$ cat src/rtl/ssd_source_sel.sv
// Display source selector: debounced NEXT/HOLD buttons pick and freeze a saturated 13-bit value for the SSD driver.
// Optional macro SSD_SRC_SIGNED_EN: ALU mode shows |alu_out| and flags negative values.
module ssd_source_sel #(
    parameter int DEBOUNCE_CYCLES = 1000000
) (
    input  logic        clk,
    input  logic        rst,
    input  logic        btn_next,
    input  logic        btn_hold,
    input  logic [31:0] pc,
    input  logic [31:0] instr,
    input  logic [31:0] alu_out,
    output logic [12:0] num,
    output logic [1:0]  mode,
    output logic        hold_active,
    output logic        overflow,
    output logic        negative
);

    localparam int CW = (DEBOUNCE_CYCLES > 2) ? $clog2(DEBOUNCE_CYCLES) : 1;
    localparam logic [CW-1:0] CNT_LAST = CW'(DEBOUNCE_CYCLES - 1);

    localparam logic [1:0] M_PC  = 2'd0;
    localparam logic [1:0] M_ILO = 2'd1;
    localparam logic [1:0] M_IHI = 2'd2;
    localparam logic [1:0] M_ALU = 2'd3;

    // Bit 0 is NEXT, bit 1 is HOLD throughout the button path.
    logic [1:0]    raw_s;
    logic [1:0]    sync1_r, sync2_r, deb_r, deb_q_r, pulse_r;
    logic [CW-1:0] cnt_r [2];

    logic [1:0]    mode_r, mode_n_s;
    logic          hold_r, hold_n_s;
    logic [12:0]   num_r, num_s;
    logic          ovf_r, ovf_s;
    logic          neg_r, neg_s;
    logic [31:0]   value_s;

    assign raw_s = {btn_hold, btn_next};

    // Synchronizers, debounce counters and registered rising-edge pulses for both buttons.
    always_ff @(posedge clk) begin
        if (rst) begin
            sync1_r  <= 2'b00;
            sync2_r  <= 2'b00;
            deb_r    <= 2'b00;
            deb_q_r  <= 2'b00;
            pulse_r  <= 2'b00;
            cnt_r[0] <= '0;
            cnt_r[1] <= '0;
        end else begin
            sync1_r <= raw_s;
            sync2_r <= sync1_r;
            deb_q_r <= deb_r;
            pulse_r <= deb_r & ~deb_q_r;
            for (int i = 0; i < 2; i++) begin
                if (sync2_r[i] == deb_r[i]) begin
                    cnt_r[i] <= '0;
                end else if (cnt_r[i] == CNT_LAST) begin
                    deb_r[i] <= sync2_r[i];
                    cnt_r[i] <= '0;
                end else begin
                    cnt_r[i] <= cnt_r[i] + 1'b1;
                end
            end
        end
    end

    // Mode/hold state register.
    always_ff @(posedge clk) begin
        if (rst) begin
            mode_r <= M_PC;
            hold_r <= 1'b0;
        end else begin
            mode_r <= mode_n_s;
            hold_r <= hold_n_s;
        end
    end

    // Next-state logic: a HOLD pulse wins over a simultaneous NEXT pulse.
    always_comb begin
        mode_n_s = mode_r;
        hold_n_s = hold_r;
        if (pulse_r[1]) begin
            hold_n_s = ~hold_r;
        end else if (pulse_r[0] && !hold_r) begin
            mode_n_s = mode_r + 2'd1;
        end else begin
            mode_n_s = mode_r;
        end
    end

    // Source select and saturation to the 13-bit display range.
    always_comb begin
        value_s = 32'd0;
        neg_s   = 1'b0;
        case (mode_r)
            M_PC:    value_s = pc;
            M_ILO:   value_s = {16'd0, instr[15:0]};
            M_IHI:   value_s = {16'd0, instr[31:16]};
            M_ALU: begin
`ifdef SSD_SRC_SIGNED_EN
                if (alu_out[31]) begin
                    value_s = 32'd0 - alu_out;
                    neg_s   = 1'b1;
                end else begin
                    value_s = alu_out;
                    neg_s   = 1'b0;
                end
`else
                value_s = alu_out;
`endif
            end
            default: value_s = 32'd0;
        endcase
        if (value_s > 32'd8191) begin
            num_s = 13'h1FFF;
            ovf_s = 1'b1;
        end else begin
            num_s = value_s[12:0];
            ovf_s = 1'b0;
        end
    end

    // Display value register, frozen while hold is active.
    always_ff @(posedge clk) begin
        if (rst) begin
            num_r <= 13'd0;
            ovf_r <= 1'b0;
            neg_r <= 1'b0;
        end else if (!hold_r) begin
            num_r <= num_s;
            ovf_r <= ovf_s;
            neg_r <= neg_s;
        end
    end

    assign num         = num_r;
    assign mode        = mode_r;
    assign hold_active = hold_r;
    assign overflow    = ovf_r;
    assign negative    = neg_r;

endmodule

$ cat config.mk
export PLATFORM = sky130hd
export DESIGN_NAME = ssd_source_sel
export DESIGN_NICKNAME = d
export VERILOG_FILES = /design/src/rtl/ssd_source_sel.sv
export SDC_FILE = /design/constraint.sdc
export NUM_CORES = 1
export LEC_CHECK = 0
export BUFFER_PORTS_ARGS = -buffer_cell sky130_fd_sc_hd__clkbuf_2
export CORE_ASPECT_RATIO = 1.75
export CORE_MARGIN = 4
export CORE_UTILIZATION = 52
export CTS_CLUSTER_SIZE = 30
export DETAILED_ROUTE_END_ITERATION = 8
export PLACE_DENSITY = 0.9
export SLEW_MARGIN = 10
export SYNTH_ARGS = -nofsm -noshare
export SYNTH_HDL_FRONTEND = slang
export SYNTH_SLANG_ARGS = --single-unit
$ cat constraint.sdc
create_clock -name clk -period 2.3 [get_ports clk]
set_input_delay 0.575 -clock clk [delete_from_list [all_inputs] [get_ports clk]]
set_output_delay 0.575 -clock clk [all_outputs]
set_load 0.01 [all_outputs]
==> Yosys cells after proc, flatten, opt, wreduce, memory -nomap -nowiden <==
Memories as Yosys holds them, arrays and structs flattened.
Cells that the tools add are included.
{ "totals": {"latch_bits": 0, "elab_cells": 73, "ram_bits": 40, "n_memories": 1, "rom_bits": 0, "output_inout_bits": 18, "reg_bits": 27} }
{ "classes": {"n_mux": 33, "magnitude_cmp": 1, "bitwise": 12, "eq_ne": 7, "div": 0, "multipliers": 0, "reduce_logical": 6, "shift": 0, "n_addsub": 3} }
{ "memory_table": {"columns": ["memory", "words", "word_bits", "read_ports", "rd_ports_with_merged_regs", "wr", "line_no", "rtl"], "rows": [
  ["cnt_r", 2, 20, 2, 0, 2, "31", "logic [CW-1:0] cnt_r [2];"]
]} }
{ "ops": {"columns": ["op", "n"], "rows": [
  ["one-hot mux 32 bit (4 select lines)", 1],
  ["two-way mux 20 bit", 6],
  ["adder 20 x 1 -> 20 bit, second input constant", 2],
  ["equality test 20 bit, second input constant", 2],
  ["> comparator 32 x 13 -> 1 bit, second input constant", 1],
  ["two-way mux 1 bit", 25],
  ["two-way mux 13 bit", 1],
  ["OR 1 bit", 6],
  ["AND reduction 2 bit", 3],
  ["equality test 2 bit, second input constant", 2],
  ["inverter 1 bit", 4],
  ["adder 2 x 1 -> 2 bit, second input constant", 1],
  ["AND 2 bit", 1],
  ["equality test 1 bit", 2],
  ["equality test 2 x 1 -> 1 bit, second input constant", 1],
  ["logical NOT 2 bit", 1],
  ["inverter 2 bit", 1],
  ["logical AND 1 bit", 1],
  ["logical NOT 1 bit", 1]
]} }

==> Depth between registers and ports, before layout <==
An unclocked memory read counts as a cell.
{ "logic_depth": {"word_depth": 8, "depth_mapped": 8} }

==> Worst setup path before layout <==
No wires, ideal clock.
{ "synth_timing": {"path_type": "reg-to-reg", "start": "memory cnt_r[0][13] (netlist bit)", "end": "memory cnt_r[0][2] (netlist bit), data pin", "n_path_buf": 1, "stages_incl_launch_ff": 6, "setup_slack_ns": 0.237, "required_ns": 2.043, "setup_time_ns": 0.257, "arrival_ns": 1.806, "path_cell_list": "edfxtp_1 -> or4_1 -> or4_1 -> o21ai_1 -> buf_2 -> nor2_1"} }
{ "synth_lines": {"columns": ["item", "line_no"], "rows": [
  ["start, declared", "31"]
]} }

==> metrics <==
initial core utilization=between 50% and 60%; post-synth top area share=approximately a third; setup TNS=0 ns; Root Driver=clkbuf_16; pwr dens=about 600 nW/µm²; DRC=0; Final Cycle Share=a little over nine tenths; sequential-to-total area share from yosys stat=46.0%; post-route cell area=just under 5000 µm²; FF-to-FF Start=cnt_r[0][15]$_SDFFCE_PN0P_; H-tree depth=3; crit end category=register; Total Wirelength=approximately 8.9 mm; largest net degree at the start of global routing=24; CP most frequent cell=or4_1; placed cells=645; grt ovf=0; leading area contributor after synthesis=edfxtp_1; critical path's slowest cell=or4_1; Hold Violations, Final=0; Port Buf Inserts=116; min Tclk post-route=2.17 ns; FMAX=approximately 460 MHz; DRT Pass-1 Iters=5; CP Launch Type=register; Syn. warnings=0; die extent in y=roughly 120 µm; fillers=about 550; prevailing post-synth register cell=edfxtp_1; Slew @ Worst Pin=0.524 ns; critical path arrival=around 2.2 ns; R2R Setup Slk=~0.13 ns; Layout Cells excl Fill=between 600 and 700; FF+latch area=between 1500 and 2000 µm²; worst hold stages=1; post-layout util=70.4%; DR WL/cell=between 10 and 15 µm; FF+latch count, synth=67; synthesized area=around 3800 µm²; CP max FO=10; Clock Latency Late Sink=around 0.32 ns; TritonCTS clock tree=built; RD Place Congestion=0.837; hold path start=deb_q_r[0]$_SDFF_PP0_; Layout Skew=0.00765 ns; diode count=0; Slew HR=between 60% and 70%; fraction of layout cells with a size suffix above 1=between 20 and 30%; core area=6960 µm²; number of synthesized flops with an enable pin=40; top post-synthesis cells by area=edfxtp_1 (32%), dfxtp_1 (14%), o21ai_0 (6.6%); first-pass GRT wire length=14.6 mm; area grow syn2layout=29.3%; max-cap violation count=0; die width=between 70 and 80 µm; Worst IR Drop VDD=around 0.60 mV; Async SR Flop Fraction=0%; RSZ-0062 raised after global routing=no; Post CTS Setup Buffer Count=0; crit-path cells=or4_1 -> or4_1 -> o21ai_2 -> buf_4 -> nor2_1; clock buffer depth=2; Clock Sink Count=67; CTS buffer count=9; antenna violations before repair=0; CP max stage delay=0.56 ns; Multi-input gate area=1960 µm²; Hold Path Class=reg -> reg; Max Slew Vio Count=0; FF-to-FF path depth=5; net count reported at finish=about 680; static leakage=between 0.002 and 0.0025 µW; clk slew on worst S/H paths=around 0.050 ns; GRT Util Overall=around a fifth; Cells after Synth=419; DIE AREA=between 8000 and 9000 µm²; Crit path required time=~2.4 ns; status=finished, final reports clean; Initial DRC Count=around 160; via count=about 3.5k; Avg Inst Size Synth=approximately 9.0 µm²; placed cell areas=about 4600 µm²; Routed Antenna Nets=0; row cnt=40; Synth top cells by count=o21ai_0 (50), edfxtp_1 (40), inv_1 (40), nor2_1 (37), a21oi_1 (29); crit path kind=reg -> reg; Endpoint, Worst Hold=pulse_r[0]$_SDFF_PP0_; unique cell type count in the Yosys netlist=42; number of global-route vias before repair=3,511; HPWL after DPL=around 7.3 mm; most frequent cell after synthesis=o21ai_0; io pins=118; Worst Hold Margin=~0.38 ns; Setup Viol. Count Final=0; worst flop-to-flop path endpoint=cnt_r[0][6]$_SDFFCE_PN0P_; vias per cell=5.35
-- cell families after synthesis --
logic type               count (synthesis)  share of synthesized area, %
other                                    2                         0.198
AO/OA/AOI/OAI                          104                          16.2
flip-flops                              67                          46.0
multiplexers                            13                          3.43
AND/OR/NAND/NOR                        137                          19.6
buffers and inverters                   63                          6.44
adder cells (fa/ha/maj)                  6                          1.98
XOR/XNOR                                27                          6.24
-- critical path, delay by kind of cell (launching register included) --
kind                   cells  cell delay, ns
AND/OR/NAND/NOR            3            1.15
buffers and inverters      1            0.19
AO/OA/AOI/OAI              1            0.17
flip-flops                 1            0.41
-- worst max-delay path by stage --
stage,cells past startpoint,to,startpoint
floorplan,5,cnt_r[0][2]$_SDFFCE_PN0P_,cnt_r[0][13]$_SDFFCE_PN0P_
global placement,5,cnt_r[0][19]$_SDFFCE_PN0P_,cnt_r[0][15]$_SDFFCE_PN0P_
detailed placement,5,cnt_r[0][6]$_SDFFCE_PN0P_,cnt_r[0][15]$_SDFFCE_PN0P_
CTS,5,cnt_r[0][6]$_SDFFCE_PN0P_,cnt_r[0][15]$_SDFFCE_PN0P_
global route,5,cnt_r[0][6]$_SDFFCE_PN0P_,cnt_r[0][15]$_SDFFCE_PN0P_
finish,5,cnt_r[0][6]$_SDFFCE_PN0P_,cnt_r[0][15]$_SDFFCE_PN0P_
-- final cells by class --
cell class	instances	share of cell area [%]
inverters	40	3.07
well taps	84	2.15
flip-flops and latches	67	35.6
clock inverters	2	0.204
repair buffers	126	13.4
clock buffers	14	5.59
multi-input cells	328	40.1
-- metal layers --
layer  share of wire [%]  up-vias  track usage [%]
met5                   0        -                0
met4                 2.2        0             11.7
met3                 7.5       20             4.73
met2                  55      127             40.0
met1                  36     1597             19.6
li1                    -     1794                -
-- state kept, by name (all words and copies together), names as in the netlist, 2 cells and up --
register / count
cnt_r: 40
num: 13
deb_q_r: 2
deb_r: 2
mode: 2
pulse_r: 2
sync1_r: 2
sync2_r: 2
-- report_power, final --
group / leakage, µW / switching (µW) / internal [µW] / total [µW]
registers: 0.000636 / 42.8 / 1320 / 1370
logic: 0.00135 / 114 / 120 / 234
clock network: 0.000143 / 440 / 813 / 1250
total: 0.00213 / 597 / 2260 / 2850
-- cells in the final DEF, fill, tap and decap left out, types with 2 or more instances in the layout --
cell type,synthesis,layout
a21oi_1,29,29
a222oi_1,13,13
and4_1,3,3
buf_4,1,10
clkbuf_1,18,2
clkbuf_16,0,9
clkbuf_2,0,116
clkbuf_8,0,3
clkinv_2,0,2
conb_1,2,41
dfxtp_1,27,27
edfxtp_1,40,40
ha_1,6,6
inv_1,40,40
mux2i_1,13,13
nand2_1,14,14
nand2b_1,2,2
nand3_1,16,16
nand4_1,7,7
nor2_1,37,37
nor2b_1,8,8
nor3_1,6,6
nor4_1,14,14
nor4b_1,3,3
o21ai_0,50,50
o31ai_1,6,6
or2_2,2,2
or3_1,8,8
or3_2,2,2
or4_1,9,7
or4_4,0,2
xnor2_1,19,19
xor2_1,8,8
-- metrics by stage --
step,setup slack [ns],total power (µW)
after floorplan,0.237,1490
after global placement,0.171,1610
after detailed placement,0.0988,1620
after CTS,0.0844,2890
after global routing,0.0389,2990
final,0.126,2850
-- repair_timing --
action / 4_1_cts / 5_1_grt
endpoints found under the setup margin: 0 / 3
gates resized for setup: 0 / 3
hold buffers: 0 / 0
No activity file was read; power rests on OpenSTA's default activity.
